### src/rtl/parametric_arb_mux.sv
// parametric_arb_mux: registered packet-aware N-to-1 stream mux with internal round-robin/fixed-priority arbitration
// Ports: CLK/RST (async active-high); VALID_IN/DATA_IN/LAST_IN/READY_OUT per input channel;
// VALID_OUT/DATA_OUT/LAST_OUT/SEL_OUT registered output stream with READY_IN backpressure;
// LOCKED_OUT high while a grant is held mid-packet.
module parametric_arb_mux #(
  parameter int DATA_WIDTH = 16,
  parameter int NUM_INPUTS = 8,
  parameter int ARB_MODE = 0,
  parameter int SEL_WIDTH = $clog2(NUM_INPUTS)
) (
  input  logic                  CLK,
  input  logic                  RST,
  input  logic [NUM_INPUTS-1:0] VALID_IN,
  input  logic [DATA_WIDTH-1:0] DATA_IN [NUM_INPUTS],
  input  logic [NUM_INPUTS-1:0] LAST_IN,
  output logic [NUM_INPUTS-1:0] READY_OUT,
  output logic                  VALID_OUT,
  output logic [DATA_WIDTH-1:0] DATA_OUT,
  output logic                  LAST_OUT,
  output logic [SEL_WIDTH-1:0]  SEL_OUT,
  input  logic                  READY_IN,
  output logic                  LOCKED_OUT
);
  typedef enum logic {IDLE, LOCKED} state_t;
  state_t state, state_n;
  logic [SEL_WIDTH-1:0] gnt, last_gnt, pick, cur, idx;
  logic found, has_cur, out_free, xfer;
  int base;
  // Scan starts just past the last finished packet's channel (round-robin) or at 0 (fixed priority)
  always_comb begin
    pick = '0;
    found = 1'b0;
    idx = '0;
    base = ARB_MODE == 1 ? 0 : int'(last_gnt) + 1;
    for (int k = 0; k < NUM_INPUTS; k++) begin
      idx = SEL_WIDTH'((base + k) % NUM_INPUTS);
      if (!found && VALID_IN[idx]) begin
        pick = idx;
        found = 1'b1;
      end
    end
  end
  assign cur = state == LOCKED ? gnt : pick;
  assign has_cur = state == LOCKED || |VALID_IN;
  assign out_free = !VALID_OUT || READY_IN;
  assign xfer = out_free && has_cur && VALID_IN[cur];
  assign READY_OUT = (out_free && has_cur && !RST) ? NUM_INPUTS'(1) << cur : '0;
  assign LOCKED_OUT = state == LOCKED;
  always_comb begin
    state_n = state;
    if (xfer) state_n = LAST_IN[cur] ? IDLE : LOCKED;
  end
  always_ff @(posedge CLK or posedge RST) begin
    if (RST) state <= IDLE;
    else state <= state_n;
  end
  always_ff @(posedge CLK or posedge RST) begin
    if (RST) begin
      VALID_OUT <= 1'b0;
      DATA_OUT <= '0;
      LAST_OUT <= 1'b0;
      SEL_OUT <= '0;
      gnt <= '0;
      last_gnt <= SEL_WIDTH'(NUM_INPUTS - 1);
    end else if (xfer) begin
      VALID_OUT <= 1'b1;
      DATA_OUT <= DATA_IN[cur];
      LAST_OUT <= LAST_IN[cur];
      SEL_OUT <= cur;
      if (LAST_IN[cur]) last_gnt <= cur;
      else gnt <= cur;
    end else if (out_free) begin
      VALID_OUT <= 1'b0;
    end
  end
endmodule
### config.mk
export PLATFORM = sky130hd
export DESIGN_NAME = parametric_arb_mux
export DESIGN_NICKNAME = d
export VERILOG_FILES = /design/src/rtl/parametric_arb_mux.sv
export SDC_FILE = /design/constraint.sdc
export NUM_CORES = 1
export LEC_CHECK = 0
export CAP_MARGIN = 20
export CORE_MARGIN = 1.5
export CORE_UTILIZATION = 45
export CTS_CLUSTER_DIAMETER = 30
export DETAILED_ROUTE_END_ITERATION = 6
export PLACE_DENSITY_LB_ADDON = 0.2
export SYNTH_ARGS = -nofsm -noshare
export SYNTH_HDL_FRONTEND = slang
export SYNTH_SLANG_ARGS = --single-unit
### constraint.sdc
create_clock -name CLK -period 10 [get_ports CLK]
set_input_delay 2 -clock CLK [delete_from_list [all_inputs] [get_ports CLK]]
set_output_delay 2 -clock CLK [all_outputs]
set_load 0.02 [all_outputs]
### Yosys cells after proc, flatten, opt, wreduce, memory -nomap -nowiden

Cells that the tools add are included.

* register bits: 28
* latch bits: 0
* memory bits (writable): 0
* ROM bits: 0
* input bits: 147
* output and inout bits: 30
* word-level logic and storage cells: 96
* memories: 0

* $add $sub $neg: 8
* $mul: 0
* divide/modulo/power cells: 0
* $lt $le $gt $ge: 10
* eq/ne operators: 0
* shifts and indexed selects: 1
* mux-type cells: 43
* bitwise operators: 2
* reduce and logical (&&, ||, !) cells: 25

Operator list (number)
* 16-bit binary-select mux with 3-bit select: 1
* 3-bit by 4-bit less-than comparator with 1-bit output (second input constant): 9
* 16-bit 2-to-1 mux: 2
* 1-bit binary-select mux with 3-bit select: 10
* 3-bit 2-to-1 mux: 9
* 1-bit 2-to-1 mux: 20
* 3-bit adder (second input constant): 4
* 1-bit logical AND: 10
* 1-bit logical NOT: 9
* 8-bit 2-to-1 mux: 1
* 8-bit OR reduction: 1
* 1-bit by 3-bit << shifter with 8-bit output (first input constant): 1
* 3-bit by 1-bit adder with 3-bit output (second input constant): 2
* 3-bit by 2-bit adder with 3-bit output (second input constant): 2
* 4-bit >= comparator (second input constant): 1
* 3-bit NOT with 4-bit output: 1
* 2-bit AND reduction: 2
* 1-bit logical OR: 2
* 2-bit nonzero test: 1
* 1-bit NOT: 1

### Logic depth before layout (Yosys ltp)

Gate-level depths: netlist of run 1.

* depth after elaboration: 30
* gate-level depth with buffers: 19
* gate-level depth less buffers: 13

### Least setup slack after synthesis of run 1

No wires, ideal clock.

* path type: in2out
* start point: input VALID_IN[2]
* end point: output READY_OUT[4]
* arrival time: 4.977 ns
* required time: 8.000 ns
* path slack: 3.023 ns
* cell stages on the path: 12
* buffers on the path: 3
* cell sequence: mux4_1 buf_2 nor4_1 o41ai_2 nor2_1 o21a_1 nor3_1 a211o_2 buf_4 clkbuf_1 nand2b_1 nor3_1

* word-level cells in the longest chain between the ends: 27
* elaborated cells between the ends (all ways): 52
* classes of those cells: shift (1); mux (33); reduce/logical (18)

Ends and longest elaborated chain
* start: declaration: RTL line 13 `input logic [NUM_INPUTS-1:0] VALID_IN,`
* 1-bit binary-select mux with 3-bit select: RTL line 37 `if (!found && VALID_IN[idx]) begin`
* 1-bit 2-to-1 mux (not written as such): RTL line 37
* 1-bit 2-to-1 mux: RTL line 37
* 1-bit logical NOT: RTL line 37
* 1-bit logical AND: RTL line 37
* 1-bit 2-to-1 mux: RTL line 37
* 1-bit logical NOT: RTL line 37
* 1-bit logical AND: RTL line 37
* [11 not listed]
* 1-bit logical AND: RTL line 37
* 1-bit 2-to-1 mux: RTL line 37
* 1-bit logical NOT: RTL line 37
* 1-bit logical AND: RTL line 37
* 3-bit 2-to-1 mux: RTL line 37
* 3-bit 2-to-1 mux: RTL line 43 `assign cur = state == LOCKED ? gnt : pick;`
* 1-bit by 3-bit << shifter with 8-bit output: RTL line 47 `assign READY_OUT = (out_free && has_cur && !RST) ? NUM_INPUTS'(1) << cur : '0;`
* 8-bit 2-to-1 mux (*): RTL line 47
* end: declaration: RTL line 16 `output logic [NUM_INPUTS-1:0] READY_OUT,`

Mark *: on every way between the ends. The rest lies on a longest branch, timed or not. The select of a mux whose other input is x is not followed.

### Final worst setup path of run 1

Same ends and word-level chain as after synthesis.

==> results of run 1 <==
-- state kept, by name, indices dropped and copies added, names as in the netlist --
name        cells
VALID_OUT       1
last_gnt        3
LAST_OUT        1
LOCKED_OUT      1
SEL_OUT         3
DATA_OUT       16
gnt             3
-- placed cells by master (no fill, tap or decap), drive strengths merged, types with 3 or more instances in the layout --
cell / count
mux2i: 25
mux4: 8
buf: 6
a311oi: 17
o21ai: 4
nor2b: 4
a21o: 3
a221oi: 3
a211oi: 33
nor2: 39
nor3: 5
inv: 9
a21oi: 44
nand2b: 5
o32ai: 3
dfrtp: 25
a31oi: 19
o41ai: 3
and2: 34
dfstp: 3
nor4: 9
nand2: 74
mux2: 10
clkdlybuf4s50: 176
clkbuf: 3
-- critical path, cell delays in order --
cell and delay [ns]:
clkdlybuf4s50_1 0.53, mux4_1 0.75, nor4_1 0.47, o41ai_1 0.20
nor2_1 0.32, a221oi_2 0.13, o32ai_4 0.71, buf_4 0.38
nor3_1 0.08, clkdlybuf4s50_1 0.56
-- worst paths after layout --
check | start | to | slack (ns) | cells past startpoint
setup / recovery | VALID_IN[2] | READY_OUT[4] | 1.86 | 10
hold / removal | SEL_OUT[2]$_DFFE_PP0P_ | SEL_OUT[2]$_DFFE_PP0P_ | 0.50 | 1
setup reg to reg | last_gnt[0]$_DFFE_PP1P_ | gnt[1]$_DFFE_PP0P_ | 3.95 | 13
hold reg to reg | SEL_OUT[2]$_DFFE_PP0P_ | SEL_OUT[2]$_DFFE_PP0P_ | 0.50 | 1
max in group asynchronous | RST | last_gnt[0]$_DFFE_PP1P_ | 7.54 | 3
min in group asynchronous | RST | SEL_OUT[1]$_DFFE_PP0P_ | 1.98 | 2
-- cells by family after synthesis --
| group | count (synthesis) | share of synthesized area |
|---|---|---|
| muxes | 43 | 0.1603 |
| DFF | 28 | 0.1949 |
| and+or+nand+nor | 177 | 0.2299 |
| xor gates and xnor gates | 6 | 0.02459 |
| AOI/OAI and AO/OA | 153 | 0.3078 |
| buffers and inverters | 50 | 0.07548 |
| adders and majority gates | 2 | 0.006924 |
-- area by class of cell --
class,instances,area [um^2],share of cell area
repair buffers,182,1827,0.3382
flip-flops and latches,28,704.4,0.1304
well taps,102,127.6,0.02363
inverters,9,33.78,0.006254
clock buffers,3,41.29,0.007644
multi-input cells,381,2638,0.4883
clock inverters,1,30.03,0.005559
-- Yosys cell counts (2+ instances only) --
cell      number
nand2_1       74
a21oi_1       44
nor2_1        38
a211oi_1      33
and2_1        33
dfrtp_1       25
mux2i_1       22
a31oi_1       19
a311oi_1      17
clkbuf_1      17
buf_2         11
nor4_1         9
inv_1          8
mux2_2         7
mux4_2         7
buf_6          6
nand2b_1       5
nor3_1         5
buf_4          4
nor2b_1        4
o21ai_0        4
a21o_1         3
dfstp_2        3
a21boi_0       2
a221oi_1       2
buf_1          2
ha_1           2
mux2_1         2
mux2i_4        2
nor3b_1        2
o211a_1        2
o21a_1         2
o21bai_1       2
o32ai_1        2
o41ai_1        2
or2_2          2
xnor2_1        2
-- metal layers --
layer | part of all wire | global-route usage | routed length, um
met5 | 0 | 0 | 0
met4 | 0.024 | 0.08838 | 297
met3 | 0.079 | 0.05583 | 982
met2 | 0.48 | 0.4547 | 5923
met1 | 0.42 | 0.3791 | 5264
-- metrics by stage --
step / hold WS [ns] / worst slack, ns / util / instance area (um^2) / cells
finish: 0.5049 / 1.864 / 0.6954 / 5401 / 706
detailed placement: 0.4871 / 1.898 / 0.6827 / 5303 / 701
global placement: 0.4670 / 2.024 / 0.6827 / 5303 / 701
CTS: 0.5078 / 1.897 / 0.6918 / 5374 / 705
global route: 0.5227 / 1.621 / 0.6954 / 5401 / 706
floorplan: 0.4578 / 3.023 / - / 3613 / 459
==> summary.txt, run 1 <==
Cells and area
  – Nets: 754
  – Syn-to-layout area delta: 49.48%
  – Antenna Cells: 0
  – Fill count: 616
  – Share of cells above drive strength 1: 0.07947

Timing
  – Measured slew at the worst slew-check pin: 0.8177 ns
  – Final slew viol count: 0
  – Final clock skew: 0.002632 ns
  – Achievable Freq: 122.9 MHz
  – Final setup vio count: 0
  – Period Utilization, post-route: 0.8136
  – Final min period: 8.136 ns
  – Fin Setup TNS: 0 ns
  – Worst slew margin: 0.4549
  – RSZ-0062 raised after global routing: false
  – Final hold violations: 0

Critical path
  – Worst-path fanout max: 25
  – Worst EP required: 8.00 ns
  – CP Data Arrival Time: between 6 and 7 ns
  – Critical path class: in -> out
  – Worst setup SP type: primary input
  – CP endpoint kind: output pin

Floorplan
  – Die footprint: 0.008577 mm^2
  – Core area: 0.007767 mm^2
  – Cell Rows: 32
  – I/O pin count: between 150 and 200
  – Die X: 92.61 um
  – Die Y-Extent: ~90 um
  – Initial Util: 0.4652

Global routing
  – Initial antenna violation count: 0
  – Largest net degree at the start of global routing: 68
  – Total Routing Usage GR: 0.2819
  – Global-route wire length before repair: 19.24 mm
  – Vias in the first global route: 3,893
  – Grt ovf: 0

Clock tree
  – CTS tree: yes
  – CTS Root Cell: clkbuf_8
  – CTS Hold Bufs: 0
  – CTS resizes: 0
  – Clock Sinks: 28
  – TritonCTS buffer count: 3
  – H-tree Lvls: 1
  – Clk Latency, worst-skew pair: 0.27 ns
  – Postcts setup bufs: 0
  – Clk slew on worst S/H paths: 0.10 ns
  – Clock Path Buffers: 2

Detailed routing
  – # DRC: 0
  – Vias per cell: about 5.8
  – Via Count: 4,107
  – Antenna Nets Post-Route: 0
  – Drt total wl: between 10 and 15 mm
  – Drt pass-1 iters: 4
  – Iteration-0 DRC Markers: 226
  – Routed wire per std cell: 17.66 um

Yosys
  – Post-synth EDFFs: 0
  – Post-synth ARST share: 1.000
  – Yosys cell types: 70
  – Cell taking the most area after synthesis: dfrtp_1
  – Ys flop type: dfrtp_1
  – Synthesized flop and latch total: 28
  – Top post-synthesis cells by area: dfrtp_1 17%, nand2_1 7.7%, a211oi_1 6.9%
  – Post-Syn Area per Cell: 7.872 um^2
  – Post-synthesis sequential area ratio: 0.1949
  – Syn Nets: 608
  – Mapped Cells: between 400 and 500
  – Synth Cell Area: 0.003613 mm^2
  – Warnings, synthesis: 0
  – Top-area cell type share of the netlist area: 0.1731

Worst hold path
  – Worst Hold Class: reg -> reg

Placed design
  – Routability cong.: 0.9477
  – DPL Wire Length: a little under 10 mm
  – I/O Buffers: 176

Run
  – Max-Cap Viols: 0

Run status
  – Status: finished, final reports clean
Power of run 1 is not shown: default switching activity piles up to over one toggle a cycle in this logic, so the estimate is an artifact.
==> inputs of run 2 (changes only) <==
Settings changed: CORE_UTILIZATION 45 to 38.
Clock period 10 ns to 7.4 ns, I/O delays scaled along.
==> run 2 against run 1 <==
Sequential cell count stayed put; cell count up 3.7%; via count shrank 1.9%.
==> summary.txt, run 2 (synthesis gave the netlist of run 1 again) <==
Global routing
  – Largest net degree at the start of global routing: 73 (+7.4%)
  – Grt ovf: 0 (unchanged)
  – Total Routing Usage GR: 0.2244 (-0.05747)
  – Initial antenna violation count: 0 (unchanged)
  – Global-route wire length before repair: 18.30 mm (-4.9%)
  – Vias in the first global route: 3,788 (-2.7%)

Run
  – Max-Cap Viols: 0 (unchanged)

Timing
  – Measured slew at the worst slew-check pin: 0.7795 ns (-0.03819 ns)
  – Final slew viol count: 0 (unchanged)
  – Achievable Freq: 143.9 MHz
  – Final setup vio count: 0 (unchanged)
  – Final hold slack: 0.5032 ns (-0.001674 ns)
  – Final clock skew: 0.005756 ns (+0.003124 ns)
  – Fin Setup TNS: 0 ns (unchanged)
  – Worst slew margin: 0.4804 (+0.02546)
  – Final hold violations: 0 (unchanged)
  – RSZ-0062 raised after global routing: false
  – Period Utilization, post-route: 0.9391
  – Final min period: 6.949 ns

Critical path
  – Slowest CP cell: dfstp_2
  – Worst path most repeated cell: nor3_1
  – Worst-path fanout max: 21 (-16%)
  – Worst EP required: 5.92 ns (-2.08 ns)
  – Worst setup SP type: flop
  – CP Data Arrival Time: 5.47 ns (-0.67 ns)
  – Critical path class: reg -> out
  – Largest stage delay, worst path: 0.87 ns (+0.12 ns)
  – CP endpoint kind: output pin
  – Crit path cell chain: inv_1, ha_1, mux4_2, nor4_1, o41ai_1, nor2_1, o21a_1, nor3_1, a211o_2, nand2b_1, nor3_1, clkdlybuf4s50_1

Run status
  – Status: finished, final reports clean

Clock tree
  – H-tree Lvls: 1 (unchanged)
  – CTS Root Cell: clkbuf_8
  – Clk slew on worst S/H paths: 0.10 ns (about the same)
  – Clk Latency, worst-skew pair: 0.27 ns (about the same)
  – Postcts setup bufs: 0 (unchanged)
  – CTS tree: yes
  – CTS resizes: 0 (unchanged)
  – Clock Path Buffers: 2 (unchanged)
  – CTS Hold Bufs: 0 (unchanged)
  – Clock Sinks: 28 (unchanged)
  – TritonCTS buffer count: 3 (unchanged)

Cells and area
  – Nets: 753 (-0.13%)
  – Footprint of the multi-input gates: 0.002638 mm^2 (unchanged)
  – Commonest non-fill, non-tap cell in the layout: clkdlybuf4s50_1
  – Most frequent cells in the layout: 176 x clkdlybuf4s50_1, 74 x nand2_1, 44 x a21oi_1
  – Syn-to-layout area delta: 49.76%
  – Antenna Cells: 0 (unchanged)
  – Share of cells above drive strength 1: 0.07794 (-0.001527)
  – Fill count: 845 (+37%)
  – Max reg flops: 16 (unchanged)
  – Top register by number of flip-flops: DATA_OUT
  – Register area: 704.4 um^2 (unchanged)

Floorplan
  – Die footprint: 0.01010 mm^2 (+18%)
  – Core area: 0.009240 mm^2 (+19%)
  – I/O pin count: 177 (unchanged)
  – Die X: 100.5 um (+8.5%)
  – Initial Util: 0.3911 (-0.07414)
  – Die Y-Extent: 100.5 um (+8.5%)
  – Cell Rows: 35 (+9.4%)

Detailed routing
  – # DRC: 0 (unchanged)
  – Via Count: 4,031 (-1.9%)
  – Drt pass-1 iters: 4 (unchanged)
  – Drt total wl: 11.98 mm (-3.9%)
  – Iteration-0 DRC Markers: 211 (-6.6%)
  – Routed wire per std cell: 16.36 um (-7.3%)
  – Antenna Nets Post-Route: 0 (unchanged)
  – Vias per cell: 5.507 (-5.3%)

Worst hold path
  – Worst Hold Class: reg -> reg

Placed design
  – I/O Buffers: 176 (unchanged)
  – Routability cong.: 0.8956 (-5.5%)
  – DPL Wire Length: 9.145 mm (-7.1%)
==> run 2: cell types whose count changed in the layout (fill, tap and decap cells not counted), sizes merged <==
cell    before  now
clkbuf       3    4
buf          6    5
bufinv       1    0
==> run 2: layer usage <==
metal  wire [um]  up-vias  GRT usage
met5           0        -          0
met4         199        0    0.05850
met1        5065     1880     0.2844
li1            -     1997          -
met2        6002      140     0.3935
met3         710       14    0.04092
==> run 2: per-stage QoR <==
| step | cells | cell area [um^2] | setup WS (ns) | utilization |
|---|---|---|---|---|
| floorplan | 459 | 3613 | 1.463 | - |
| global placement | 727 | 5329 | 0.8615 | 0.5767 |
| detailed placement | 727 | 5329 | 0.6802 | 0.5767 |
| CTS | 731 | 5384 | 0.4905 | 0.5827 |
| global route | 732 | 5411 | 0.06701 | 0.5856 |
| finish | 732 | 5411 | 0.4510 | 0.5856 |
==> run 2: critical path: cells and delay by family (launching register included) <==
kind | cells | cell delay [ns]
buffers and inverters | 2 | 0.87
AO/OA/AOI/OAI | 3 | 0.70
AND/OR/NAND/NOR | 5 | 1.25
multiplexers | 1 | 0.67
flip-flops | 1 | 0.87
adder cells (fa/ha/maj) | 1 | 0.82
==> run 2: path summary, 6_finish.rpt <==
path,end,start,depth (start not counted),slack (ns)
worst max-delay path,READY_OUT[4],last_gnt[0]$_DFFE_PP1P_,12,0.45
worst min-delay path,gnt[1]$_DFFE_PP0P_,gnt[1]$_DFFE_PP0P_,1,0.50
worst max register to register,gnt[1]$_DFFE_PP0P_,last_gnt[0]$_DFFE_PP1P_,14,1.00
worst min register to register,gnt[1]$_DFFE_PP0P_,gnt[1]$_DFFE_PP0P_,1,0.50
max in group asynchronous,last_gnt[1]$_DFFE_PP1P_,RST,3,5.36
min in group asynchronous,gnt[1]$_DFFE_PP0P_,RST,2,1.52
==> run 2: final cells by class <==
cell class	instances	area share
Clock buffer	4	0.01017
Inverter	9	0.006243
Multi-Input combinational cell	381	0.4874
Sequential cell	28	0.1302
Tap cell	129	0.02983
Timing Repair Buffer	181	0.3362
Power of run 2 is left out for the same reason.
==> inputs of run 3 (changes only) <==
Settings changed: ABC_AREA from default to 1, PLACE_DENSITY from default to 0.78, PLACE_DENSITY_LB_ADDON 0.2 to default.
==> run 3 against run 2 <==
Cell count increased by 23%; core utilization decreased by 0.33 points; hold slack got worse by 0.015 ns; wire length increased by 8.7%; maximum frequency increased by 10%; critical endpoint is now READY_OUT[5]; highest routed layer unchanged.
==> summary.txt, run 3 <==
Floorplan
  – Die X: 99.87 um (-0.64%)
  – Die footprint: 0.009974 mm^2 (-1.3%)
  – Core area: 0.009153 mm^2 (-0.95%)
  – Cell Rows: 35 (unchanged)
  – Initial Util: 0.3896 (-0.001453)
  – Die Y-Extent: 99.87 um (-0.64%)
  – I/O pin count: 177 (unchanged)

Global routing
  – Initial antenna violation count: 0 (unchanged)
  – Largest net degree at the start of global routing: 69 (-5.5%)
  – Vias in the first global route: 4,692 (+24%)
  – Global-route wire length before repair: 21.72 mm (+19%)
  – Grt ovf: 0 (unchanged)
  – Total Routing Usage GR: 0.2683 (+0.04388)

Yosys
  – Post-synth ARST share: 1.000 (unchanged)
  – Post-synthesis sequential area ratio: 0.1975 (+0.002599)
  – Ys flop type: dfrtp_1
  – Post-synth EDFFs: 0 (unchanged)
  – Top-area cell type share of the netlist area: 0.3495 (+0.1763)
  – Most frequent cell after synthesis: nand2_1
  – Top post-synthesis cells by count: 332 x nand2_1, 65 x a21oi_1, 34 x nand3_1
  – Warnings, synthesis: 0 (unchanged)
  – Synth Cell Area: 0.003566 mm^2 (-1.3%)
  – Syn Nets: 790 (+30%)
  – Top post-synthesis cells by area: nand2_1 35%, dfrtp_1 18%, a21oi_1 9.1%
  – Mapped Cells: 641 (+40%)
  – Synthesized flop and latch total: 28 (unchanged)
  – Post-Syn Area per Cell: 5.563 um^2 (-29%)
  – Cell taking the most area after synthesis: nand2_1
  – Yosys cell types: 39 (-44%)

Cells and area
  – Number of standard cells in the final layout excluding fillers: 902 (+23%)
  – Commonest non-fill, non-tap cell in the layout: nand2_1
  – Most frequent cells in the layout: 332 x nand2_1, 176 x clkdlybuf4s50_1, 65 x a21oi_1
  – Fill count: 857 (+1.4%)
  – Syn-to-layout area delta: 49.47%
  – Nets: 941 (+25%)
  – Share of cells above drive strength 1: 0.07585 (-0.002090)
  – Max reg flops: 16 (unchanged)
  – Antenna Cells: 0 (unchanged)
  – Top register by number of flip-flops: DATA_OUT

Clock tree
  – H-tree Lvls: 1 (unchanged)
  – CTS resizes: 0 (unchanged)
  – Clk Latency, worst-skew pair: 0.28 ns (about the same)
  – CTS Hold Bufs: 0 (unchanged)
  – Clock Sinks: 28 (unchanged)
  – TritonCTS buffer count: 3 (unchanged)
  – Clk slew on worst S/H paths: 0.09 ns (about the same)
  – CTS Root Cell: clkbuf_8
  – Clock Path Buffers: 2 (unchanged)
  – Postcts setup bufs: 0 (unchanged)
  – CTS tree: yes

Critical path
  – Worst-path fanout max: 19 (-9.5%)
  – Worst setup SP type: flop
  – Critical path class: reg -> out
  – CP Data Arrival Time: 4.83 ns (-0.64 ns)
  – Worst r2r dst: last_gnt[2]$_DFFE_PP1P_
  – R2r worst-path depth: 24 (+10)
  – Worst EP required: 5.92 ns (about the same)
  – R2R Path Start: last_gnt[0]$_DFFE_PP1P_
  – CP endpoint kind: output pin
  – R2R setup slack: 2.28 ns (+1.28 ns)

Detailed routing
  – Iteration-0 DRC Markers: 242 (+15%)
  – # DRC: 0 (unchanged)
  – Vias per cell: 5.081 (-7.7%)
  – DR top layer: met4
  – Drt total wl: 13.02 mm (+8.7%)
  – Antenna Nets Post-Route: 0 (unchanged)
  – Via Count: 4,583 (+14%)
  – Detail Route met3 WL: 818 um (+15%)
  – Drt pass-1 iters: 5 (+1)
  – Met2 WL: 6.656 mm (+11%)
  – Met1 WL: 5.064 mm (about the same)
  – Routed wire per std cell: 14.43 um (-12%)

Timing
  – Final clock skew: 0.002605 ns (-0.003151 ns)
  – RSZ-0062 raised after global routing: false
  – Final setup vio count: 0 (unchanged)
  – Period Utilization, post-route: 0.8523 (-0.08678)
  – Achievable Freq: 158.6 MHz (+10%)
  – Measured slew at the worst slew-check pin: 0.8964 ns (+0.1169 ns)
  – Final slew viol count: 0 (unchanged)
  – Final min period: 6.307 ns (-0.6421 ns)
  – Fin Setup TNS: 0 ns (unchanged)
  – Worst slew margin: 0.4018 (-0.07861)
  – Final hold violations: 0 (unchanged)

Run
  – Max-Cap Viols: 0 (unchanged)

Worst hold path
  – Worst Hold Class: reg -> reg
  – Hold Path Stages: 2 (+1)
  – Hold Crit Start: last_gnt[1]$_DFFE_PP1P_
  – WHS Endpoint: last_gnt[1]$_DFFE_PP1P_

Placed design
  – Routability cong.: 0.9070 (+1.3%)
  – Cells after DPL: 897 (+23%)
  – I/O Buffers: 176 (unchanged)
  – DPL Wire Length: 10.33 mm (+13%)

Run status
  – Status: finished, final reports clean
-- run 3: cell count changes after synthesis, moves of 25 or more --
cell / change
nand2_2: +25
o21ai_0: +29
a211oi_1: -33
and2_1: -33
nand2_1: +258
nand3_1: +33
-- run 3: critical path, cell delays in order (launching register included) --
cell and delay, ns:
dfstp_2 0.79, inv_4 0.16, ha_1 0.47, inv_2 0.26, nand2_1 0.08, nand2_1 0.24, nand2_1 0.14, nand2_2 0.10
nand2_1 0.06, nand2_2 0.09, nand3_4 0.11, nor2_8 0.15, nand4_4 0.11, or2_0 0.22, o21ai_1 0.09, nand2_1 0.12
a21boi_4 0.40, nand2_1 0.14, nor2_1 0.17, clkdlybuf4s50_1 0.63
-- run 3: cells by family (layout without fill, tap and decap cells) --
logic type               count (synthesis)  after routing  share of synthesized area
buffers and inverters                   69            219                     0.1081
flip-flops                              28             28                     0.1975
AO/OA/AOI/OAI                          114            114                     0.1691
AND/OR/NAND/NOR                        428            428                     0.5182
adder cells (fa/ha/maj)                  2              2                   0.007016
-- run 3: cell type report --
type / instances / area, um^2 / share of cell area
Clock buffer: 4 / 45.04 / 0.008451
Inverter: 32 / 123.9 / 0.02324
Tap cell: 111 / 138.9 / 0.02606
Timing Repair Buffer: 183 / 1834 / 0.3441
Multi-Input combinational cell: 544 / 2484 / 0.4660
Sequential cell: 28 / 704.4 / 0.1322
-- run 3: metrics by stage --
step           setup slack, ns    util  instance area [um^2]  hold WS [ns]
3_5_place_dp             1.303  0.5744                  5258        0.4681
6_report                 1.093  0.5824                  5330        0.4878
5_1_grt                 0.7166  0.5824                  5330        0.5145
4_1_cts                  1.112  0.5794                  5303        0.4854
3_3_place_gp             1.371  0.5744                  5258        0.4574
2_1_floorplan            2.426       -                  3566        0.4345
-- run 3: routing by layer --
metal  track usage  up-vias
met5             0        -
met4       0.09967        0
met3       0.03621       35
met2        0.5076      183
met1        0.3044     2036
li1              -     2329
-- run 3: how the worst max path moves through the flow --
| stage | start | endpoint | slack (ns) | cells after the start |
|---|---|---|---|---|
| final | last_gnt[0]$_DFFE_PP1P_ | READY_OUT[5] | 1.09 | 19 |
| after global routing | last_gnt[0]$_DFFE_PP1P_ | READY_OUT[5] | 0.72 | 19 |
| after CTS | last_gnt[0]$_DFFE_PP1P_ | READY_OUT[5] | 1.11 | 19 |
| after detailed placement | VALID_IN[3] | READY_OUT[5] | 1.30 | 18 |
| after global placement | VALID_IN[3] | READY_OUT[6] | 1.37 | 19 |
| after floorplan | VALID_IN[6] | READY_OUT[0] | 2.43 | 18 |
Power of run 3 is left out for the same reason.
